## config.mk

```make
export PLATFORM = sky130hd
export DESIGN_NAME = axis_rr_arbiter
export DESIGN_NICKNAME = d
export VERILOG_FILES = /design/src/rtl/axis_pkg.sv /design/src/rtl/axis_rr_arbiter_rr_priority_select.sv /design/src/rtl/axis_rr_arbiter.sv
export SDC_FILE = /design/constraint.sdc
export NUM_CORES = 1
export LEC_CHECK = 0
export ABC_AREA = 1
export CAP_MARGIN = 30
export CORE_MARGIN = 4
export CORE_UTILIZATION = 33
export CTS_CLUSTER_SIZE = 24
export DETAILED_ROUTE_END_ITERATION = 10
export GPL_TIMING_DRIVEN = 0
export PLACE_DENSITY = 0.76
export SLEW_MARGIN = 40
export SYNTH_ARGS = -nofsm -noshare
export SYNTH_HDL_FRONTEND = slang
export SYNTH_SLANG_ARGS = --single-unit
export TNS_END_PERCENT = 20
```

## constraint.sdc

```tcl
create_clock -name aclk -period 3 [get_ports aclk]
set_input_delay 0.9 -clock aclk [delete_from_list [all_inputs] [get_ports aclk]]
set_output_delay 0.9 -clock aclk [all_outputs]
set_load 0.03 [all_outputs]
```

## src/rtl/axis_pkg.sv

```systemverilog
// Shared AXI-Stream helpers: index-width math and the arbiter state encoding.
package axis_pkg;

    localparam int MinInputs = 2;
    localparam int MaxInputs = 16;

    function automatic int clog2(input int value);
        int width;
        width = 0;
        while ((1 << width) < value) width++;
        return width;
    endfunction

    // Index width needed to name num_inputs sources; never narrower than one bit.
    function automatic int id_width_for(input int num_inputs);
        return (clog2(num_inputs) < 1) ? 1 : clog2(num_inputs);
    endfunction

    typedef enum logic {
        IDLE   = 1'b0,
        LOCKED = 1'b1
    } arb_state_t;

endpackage

```

## src/rtl/axis_rr_arbiter_rr_priority_select.sv

```systemverilog
// Round-robin priority pick: first set request at or above ptr, wrapping to 0.
module rr_priority_select #(
    parameter int NumInputs = 4,
    parameter int IdWidth   = 2
) (
    input  logic [NumInputs-1:0] req,
    input  logic [IdWidth-1:0]   ptr,
    output logic [IdWidth-1:0]   gnt_idx,
    output logic                 gnt_any
);

    localparam int DblWidth = 2 * NumInputs;

    logic [DblWidth-1:0] req_dbl;
    logic [DblWidth-1:0] masked;

    // Upper copy of req supplies the wrapped-around candidates once bits below ptr are masked.
    always_comb begin
        // NOTE: every output gets a default before any branch, so no path leaves it unassigned (no latch).
        gnt_idx = '0;
        gnt_any = 1'b0;
        req_dbl = {req, req};
        masked  = req_dbl & ({DblWidth{1'b1}} << ptr);
        for (int i = DblWidth - 1; i >= 0; i--) begin
            if (masked[i]) begin
                gnt_any = 1'b1;
                gnt_idx = (i >= NumInputs) ? IdWidth'(i - NumInputs) : IdWidth'(i);
            end
        end
    end

endmodule

```

## src/rtl/axis_rr_arbiter.sv

```systemverilog
// Packet-aware round-robin arbiter: shares one registered AXI-Stream master among
// NumInputs slaves, holding each grant from the first beat through tlast.
module axis_rr_arbiter
    import axis_pkg::*;
#(
    parameter int NumInputs = 4,
    parameter int DataWidth = 32,
    parameter int IdWidth   = 2
) (
    input  logic                           aclk,
    input  logic                           aresetn,
    input  logic [NumInputs-1:0]           s_tvalid,
    output logic [NumInputs-1:0]           s_tready,
    input  logic [NumInputs*DataWidth-1:0] s_tdata,
    input  logic [NumInputs-1:0]           s_tlast,
    output logic                           m_tvalid,
    input  logic                           m_tready,
    output logic [DataWidth-1:0]           m_tdata,
    output logic                           m_tlast,
    output logic [IdWidth-1:0]             m_tid
);

    if (IdWidth != id_width_for(NumInputs) || NumInputs < MinInputs || NumInputs > MaxInputs) begin : g_bad_params
        $error("axis_rr_arbiter: unsupported NumInputs/IdWidth combination");
    end

    arb_state_t           state, state_nxt;
    logic [IdWidth-1:0]   rr_ptr, rr_ptr_nxt;
    logic [IdWidth-1:0]   lock_idx, lock_idx_nxt;
    logic [IdWidth-1:0]   gnt_idx, sel_idx, sel_after;
    logic                 gnt_any, load, accept, sel_last;
    logic [DataWidth-1:0] sel_data;

    rr_priority_select #(
        .NumInputs (NumInputs),
        .IdWidth   (IdWidth)
    ) u_select (
        .req     (s_tvalid),
        .ptr     (rr_ptr),
        .gnt_idx (gnt_idx),
        .gnt_any (gnt_any)
    );

    // Source selection and the per-input ready fan-out.
    always_comb begin
        load      = ~m_tvalid | m_tready;
        sel_idx   = (state == LOCKED) ? lock_idx : gnt_idx;
        s_tready  = '0;
        if (aresetn && (state == LOCKED || gnt_any)) begin
            s_tready[sel_idx] = load;
        end
        accept    = s_tvalid[sel_idx] & s_tready[sel_idx];
        sel_last  = s_tlast[sel_idx];
        sel_data  = s_tdata[sel_idx*DataWidth +: DataWidth];
        // Explicit compare so non-power-of-two input counts wrap correctly.
        sel_after = (sel_idx == IdWidth'(NumInputs - 1)) ? '0 : sel_idx + 1'b1;
    end

    always_comb begin
        state_nxt    = state;
        rr_ptr_nxt   = rr_ptr;
        lock_idx_nxt = lock_idx;
        if (accept) begin
            if (sel_last) begin
                state_nxt  = IDLE;
                rr_ptr_nxt = sel_after;
            end else begin
                state_nxt    = LOCKED;
                lock_idx_nxt = sel_idx;
            end
        end
    end

    always_ff @(posedge aclk) begin
        // NOTE: sequential state uses non-blocking assignments so every register samples pre-edge values.
        if (!aresetn) begin
            state    <= IDLE;
            rr_ptr   <= '0;
            lock_idx <= '0;
            m_tvalid <= 1'b0;
        end else begin
            state    <= state_nxt;
            rr_ptr   <= rr_ptr_nxt;
            lock_idx <= lock_idx_nxt;
            if (load) begin
                m_tvalid <= accept;
            end
        end
    end

    // NOTE: payload registers are deliberately not reset; m_tvalid alone qualifies them.
    always_ff @(posedge aclk) begin
        if (accept) begin
            m_tdata <= sel_data;
            m_tlast <= sel_last;
            m_tid   <= sel_idx;
        end
    end

endmodule

```

# After elaboration in Yosys (flattened, before gate mapping)
# Cells that the tools add are included.
[word_totals]
output_inout_bits = 40
register_bits = 41
[classes]
add_sub_neg = 1
reduce_logical = 5
n_lt_le_gt_ge = 2
shifts = 2
eq_ne = 1
mux = 28
bitwise = 6
[op_table]
columns = ["op", "n"]
rows = [
  ["128-bit by 8-bit indexed part select with 32-bit output", 1],
  ["2-bit 2-to-1 mux", 10],
  ["1-bit 2-to-1 mux", 13],
  ["8-bit AND", 1],
  ["8-bit by 2-bit << shifter with 8-bit output, first input constant", 1],
  ["1-bit binary-select mux with 2-bit select", 3],
  ["4-bit AND", 1],
  ["4-bit 2-to-1 mux", 1],
  ["2-bit AND reduction", 2],
  ["2-bit by 3-bit < comparator with 1-bit output, second input constant", 1],
  ["2-bit by 1-bit adder with 2-bit output, second input constant", 1],
  ["1-bit demux with 2-bit select", 1],
  ["2-bit == test, second input constant", 1],
  ["2-bit by 1-bit greater-or-equal comparator with 1-bit output, second input constant", 1],
  ["1-bit logical AND", 2],
  ["1-bit NOT", 2],
  ["1-bit AND", 1],
  ["1-bit logical OR", 1],
  ["1-bit bitwise OR", 1],
]

# Logic depth before layout (Yosys ltp)
[logic_depth]
ltp_word = 21
ltp_mapped = 21

# Cells and area by module
# From an unflattened synthesis, not the netlist that was laid out.
[hier_totals]
hier_cells = 331
hier_area_um2 = 2561.2
[modules_own_cells]
columns = ["mod", "area_per_inst_um2", "cells_per_inst", "n_inst"]
rows = [
  ["axis_rr_arbiter", 2468.6, 311, 1],
  ["rr_priority_select", 92.6, 20, 1],
]

# Worst setup path after synthesis
# Ideal clock, no wire load.
[synth_path]
kind = "in2reg"
startpoint = "in s_tvalid[3]"
endpoint = "reg m_tdata[0], enable pin"
arrival_time_ns = 2.845
setup_time_ns = 0.375
stages = 15
t_required_ns = 2.625
path_slack_ns = -0.220
cell_sequence = "inv_1 > nand3_1 > o21bai_4 > nor2_2 > nor2_4 > buf_2 > ha_1 > inv_1 > a21oi_1 > nand3_1 > nor2_1 > nand3_1 > nand3_4 > nand2_4 > inv_2"
[synth_between]
elab_chain_len = 19
[synth_rtl]
columns = ["element", "line", "rtl"]
rows = [
  ["start: declaration", "axis_rr_arbiter.sv:12", "input logic [NumInputs-1:0] s_tvalid,"],
  ["8-bit AND", "axis_rr_arbiter_rr_priority_select.sv:23", "masked = req_dbl & ({DblWidth{1'b1}} << ptr);"],
  ["2-bit 2-to-1 mux (8 in a row)", "axis_rr_arbiter_rr_priority_select.sv:25", "if (masked[i]) begin"],
  ["2-bit 2-to-1 mux", "axis_rr_arbiter.sv:47", "sel_idx = (state == LOCKED) ? lock_idx : gnt_idx;"],
  ["2-bit by 3-bit < comparator with 1-bit output (not written as such) / 2-bit by 1-bit greater-or-equal comparator with 1-bit output (equally long branches)", "axis_rr_arbiter.sv:50", "s_tready[sel_idx] = load;"],
  ["1-bit logical AND (not written as such)", "axis_rr_arbiter.sv:50", ""],
  ["1-bit 2-to-1 mux (not written as such)", "axis_rr_arbiter.sv:50", ""],
  ["1-bit demux with 2-bit select", "axis_rr_arbiter.sv:50", ""],
  ["4-bit AND (no line)", "--", ""],
  ["4-bit 2-to-1 mux", "axis_rr_arbiter.sv:49", "if (aresetn && (state == LOCKED || gnt_any)) begin"],
  ["1-bit binary-select mux with 2-bit select", "axis_rr_arbiter.sv:52", "accept = s_tvalid[sel_idx] & s_tready[sel_idx];"],
  ["1-bit 2-to-1 mux (not written as such)", "axis_rr_arbiter.sv:52", ""],
  ["1-bit AND *", "axis_rr_arbiter.sv:52", ""],
  ["named net accept", "axis_rr_arbiter.sv:31", "logic gnt_any, load, accept, sel_last;"],
  ["end signal: assignment", "axis_rr_arbiter.sv:94", "m_tdata <= sel_data;"],
  ["end: declaration", "axis_rr_arbiter.sv:18", "output logic [DataWidth-1:0] m_tdata,"],
]
# Mark *: on every way through the listed nets, which the timed path passes. The rest lies on a longest branch. The select of a mux whose other input is x is not followed.
# A chain may end at the register's enable or synchronous reset.

# Worst setup path in the final report
[layout_path]
startpoint = "in s_tvalid[3]"
endpoint = "out s_tready[1]"
[layout_between]
elab_chain_len = 16
[layout_rtl]
columns = ["element", "line", "rtl"]
rows = [
  ["8-bit AND *", "axis_rr_arbiter_rr_priority_select.sv:23", ""],
  ["2-bit 2-to-1 mux (8 in a row)", "axis_rr_arbiter_rr_priority_select.sv:25", ""],
  ["2-bit 2-to-1 mux", "axis_rr_arbiter.sv:47", ""],
  ["2-bit by 3-bit < comparator with 1-bit output (not written as such) / 2-bit by 1-bit greater-or-equal comparator with 1-bit output (equally long branches)", "axis_rr_arbiter.sv:50", ""],
  ["1-bit logical AND (not written as such)", "axis_rr_arbiter.sv:50", ""],
  ["1-bit 2-to-1 mux (not written as such)", "axis_rr_arbiter.sv:50", ""],
  ["1-bit demux with 2-bit select", "axis_rr_arbiter.sv:50", ""],
  ["4-bit AND (no line)", "--", ""],
  ["4-bit 2-to-1 mux *", "axis_rr_arbiter.sv:49", ""],
  ["end: declaration", "axis_rr_arbiter.sv:13", "output logic [NumInputs-1:0] s_tready,"],
]
# Every way passes the cells marked *; elsewhere a longest branch is shown, timed or not.

==> results.yml <==
sta:
  slew_viol_final: 0
  max_slew_margin: 0.679
  rsz0062_at_grt: "yes"
  fin_ws_ns: -0.110
  holdWs_ns: 0.506
  min_period_ns: 3.11
  final.setup.tns_ns: -0.270
  finClkSkew_ns: 0.00527
  hold_viol: 0
  finalSetupViolCount: 4
  max_freq_mhz: 322
  min_period_over_period: 1.04
  worst_slew_pin_slew_ns: 0.481
clock_network:
  cts_buffer_depth: 2
  numCtsBuffers: 5
  clkLatencyLatePin_ns: 0.29
  clock-sinks: 41
  cts_max_level: 2
  tritoncts: "built"
  clkSlewWorstSetupHoldPaths_ns: 0.08
  cts-root-buf: "clkbuf_8"
synth:
  synth-edff-count: 35
  synth_warnings: 0
  synth-simple-area-share: 0.237
  syn_area_per_cell_um2: 8.22
  synth_fa_ha_area_frac: 0.0186
  synth.distinct_cells: 30
  syn-instance-count: 327
  syn_area_um2: 2690
  synth_top_family_by_area: "simple AND/OR/NAND/NOR gates"
  ys.flop_type: "edfxtp_1"
  synth_compound_area_frac: 0.219
  synth_nets: 470
  async_flop_share: 0
  ys_seq_area_frac: 0.436
  synth-seq-cells: 41
  synthMuxAreaShare: 0
  synthXorXnorAreaFrac: 0
final_layout:
  fill_cells: 670
  final_area_um2: 5040
  area_delta_synth_final_pct: 87.4
  fin_util: 0.645
  nets: 675
  multiInputGateArea_um2: 1390
  antenna_cells: 0
  seqCellArea_um2: 1170
  drive_gt1_frac: 0.176
worst_setup_path:
  regToRegSetupSlack_ns: 0.28
  path_max_fanout: 4
  reg2reg_from: "rr_ptr[1]"
  worstSetupPathType: "input pin to primary output"
  end_kind: "primary output"
  crit_start: "s_tvalid[3]"
  worstRegToRegCells: 14
  worstPathArrival_ns: 2.21
  cp-start-kind: "input pin"
  r2r_end: "m_tdata[12]"
  required_ns: 2.10
  crit_path_end: "s_tready[1]"
global_routing:
  grt_pass1_wl_mm: 16.2
  antenna_found_initial: 0
  grt_start_max_net_pins: 38
  grt_pass1_vias: 3247
  overflow: 0
  grt.total_usage: 0.208
power_and_ir_drop:
  swShare: 0.455
  internal_power_w: 0.00267
  ir_drop_uv: 406
  seqPwrFrac: 0.235
  power_density_nw_per_um2: 973
  finalPower_w: 0.00490
  comb_power_share: 0.674
  leakagePower_nw: 1.93
  switchingPower_w: 0.00223
  p_clk_frac: 0.091
detailed_routing:
  drt-initial-drc-count: 103
  dr.pass1.iters: 5
  vias_per_cell: 5.15
  routed_wl_mm: 10.7
  vias: 3269
  ant_nets: 0
  wl_per_cell_um: 16.8
  route.detailed.drc: 0
die:
  core_um2: 7810
  die_w_um: 98.2
  rows: 32
  initial_utilization: 0.344
  dieArea_um2: 9650
  chipHeight_um: 98.2
  ioPinCount: 179
placement:
  place.gp.congestion: 0.859
  dp_hpwl_mm: 7.73
  placed_area_um2: 4660
  port_buffers: 177
worst_hold_path:
  hold_depth: 2
  min_path_type: "register to register"
flow_run:
  drv_cap: 0
run_status:
  status: "finished with violations"
  violations: "negative setup slack"
==> power groups by stage <==
stage / sequential, W / combinational, W / clock, W
6_report: 0.00115 / 0.00330 / 0.000444
5_1_grt: 0.00118 / 0.00355 / 0.000482
4_1_cts: 0.00115 / 0.00327 / 0.000453
3_5_place_dp: 0.00116 / 0.00300 / 0
3_3_place_gp: 0.00115 / 0.00295 / 0
2_1_floorplan: 0.00164 / 0.00143 / 0
==> logic make-up after synthesis <==
logic type / count (synthesis)
flip-flops: 41
AO/OA/AOI/OAI: 103
AND/OR/NAND/NOR: 135
buffers and inverters: 44
adder cells (fa/ha/maj): 4
==> synthesized netlist by cell type (6+ instances only) <==
master    count  area (um2)
buf_2        11        55.1
buf_6         6        67.6
dfxtp_1       6         120
edfxtp_1     35        1050
inv_1        20        75.1
nand2_1      19        71.3
nand3_1      15        75.1
nor2_1       82         308
o21ai_0      48         240
o21ai_1      17        85.1
o22ai_1      32         200
==> repair_timing <==
action / in CTS / in global routing
pin swaps: 11 / 6
resized for setup: 70 / 5
hold buffers: 0 / 0
setup buffers: 19 / 4
endpoints found under the setup margin: 45 / 41
cloned: 1 / 0
==> metrics by stage <==
step,worst slack [ns],instances
after floorplan,-0.0193,327
after global placement,-1.38,606
after detailed placement,-1.40,606
after CTS,-0.0731,632
after global routing,-0.210,635
final,-0.110,635
==> how the worst min path moves through the flow <==
| stage | end | start |
|---|---|---|
| after floorplan | lock_idx[0] | lock_idx[0] |
| after global placement | lock_idx[0] | lock_idx[0] |
| after detailed placement | lock_idx[1] | lock_idx[1] |
| after CTS | lock_idx[1] | lock_idx[1] |
| after global routing | lock_idx[1] | lock_idx[1] |
| final | lock_idx[0] | lock_idx[0] |
==> flip-flops by register name, indices dropped and copies added, names as in the netlist <==
register and flops:
rr_ptr 2, m_tlast 1, m_tid 2, lock_idx 2, m_tdata 32, m_tvalid 1, state 1
==> area by class of cell <==
| cell class | instances | area share |
|---|---|---|
| clock buffers | 6 | 0.0144 |
| flip-flops and latches | 41 | 0.232 |
| clock inverters | 2 | 0.00671 |
| well taps | 102 | 0.0253 |
| inverters | 23 | 0.0216 |
| repair buffers | 201 | 0.396 |
| multi-input cells | 242 | 0.275 |
| plain buffers | 18 | 0.0283 |
==> critical path, stage by stage <==
cell,delay [ns]
buf_8,0.10
inv_6,0.05
nand3_4,0.06
o21bai_4,0.21
nor2_4,0.05
nor2_4,0.12
buf_8,0.13
ha_4,0.12
inv_2,0.03
nor2_1,0.10
nand3_1,0.12
inv_2,0.09
buf_6,0.12
==> layer usage <==
metal / wire length, um / share of wire / vias up / track usage
met5: 0 / 0 / - / 0
met4: 242 / 0.023 / 0 / 0.0620
met3: 915 / 0.086 / 24 / 0.0457
met2: 5550 / 0.52 / 171 / 0.376
met1: 3950 / 0.37 / 1520 / 0.246
li1: - / - / 1554 / -
==> layout by cell type (no fill, tap or decap), types with 11 or more instances in the layout <==
| master | n |
|---|---|
| buf_4 | 23 |
| buf_6 | 11 |
| clkdlybuf4s50_1 | 169 |
| edfxtp_1 | 35 |
| inv_1 | 12 |
| nand2_1 | 17 |
| nand3_1 | 12 |
| nor2_1 | 81 |
| o21ai_0 | 48 |
| o21ai_1 | 17 |
| o22ai_1 | 32 |
No activity file was read; power rests on OpenSTA's default activity.
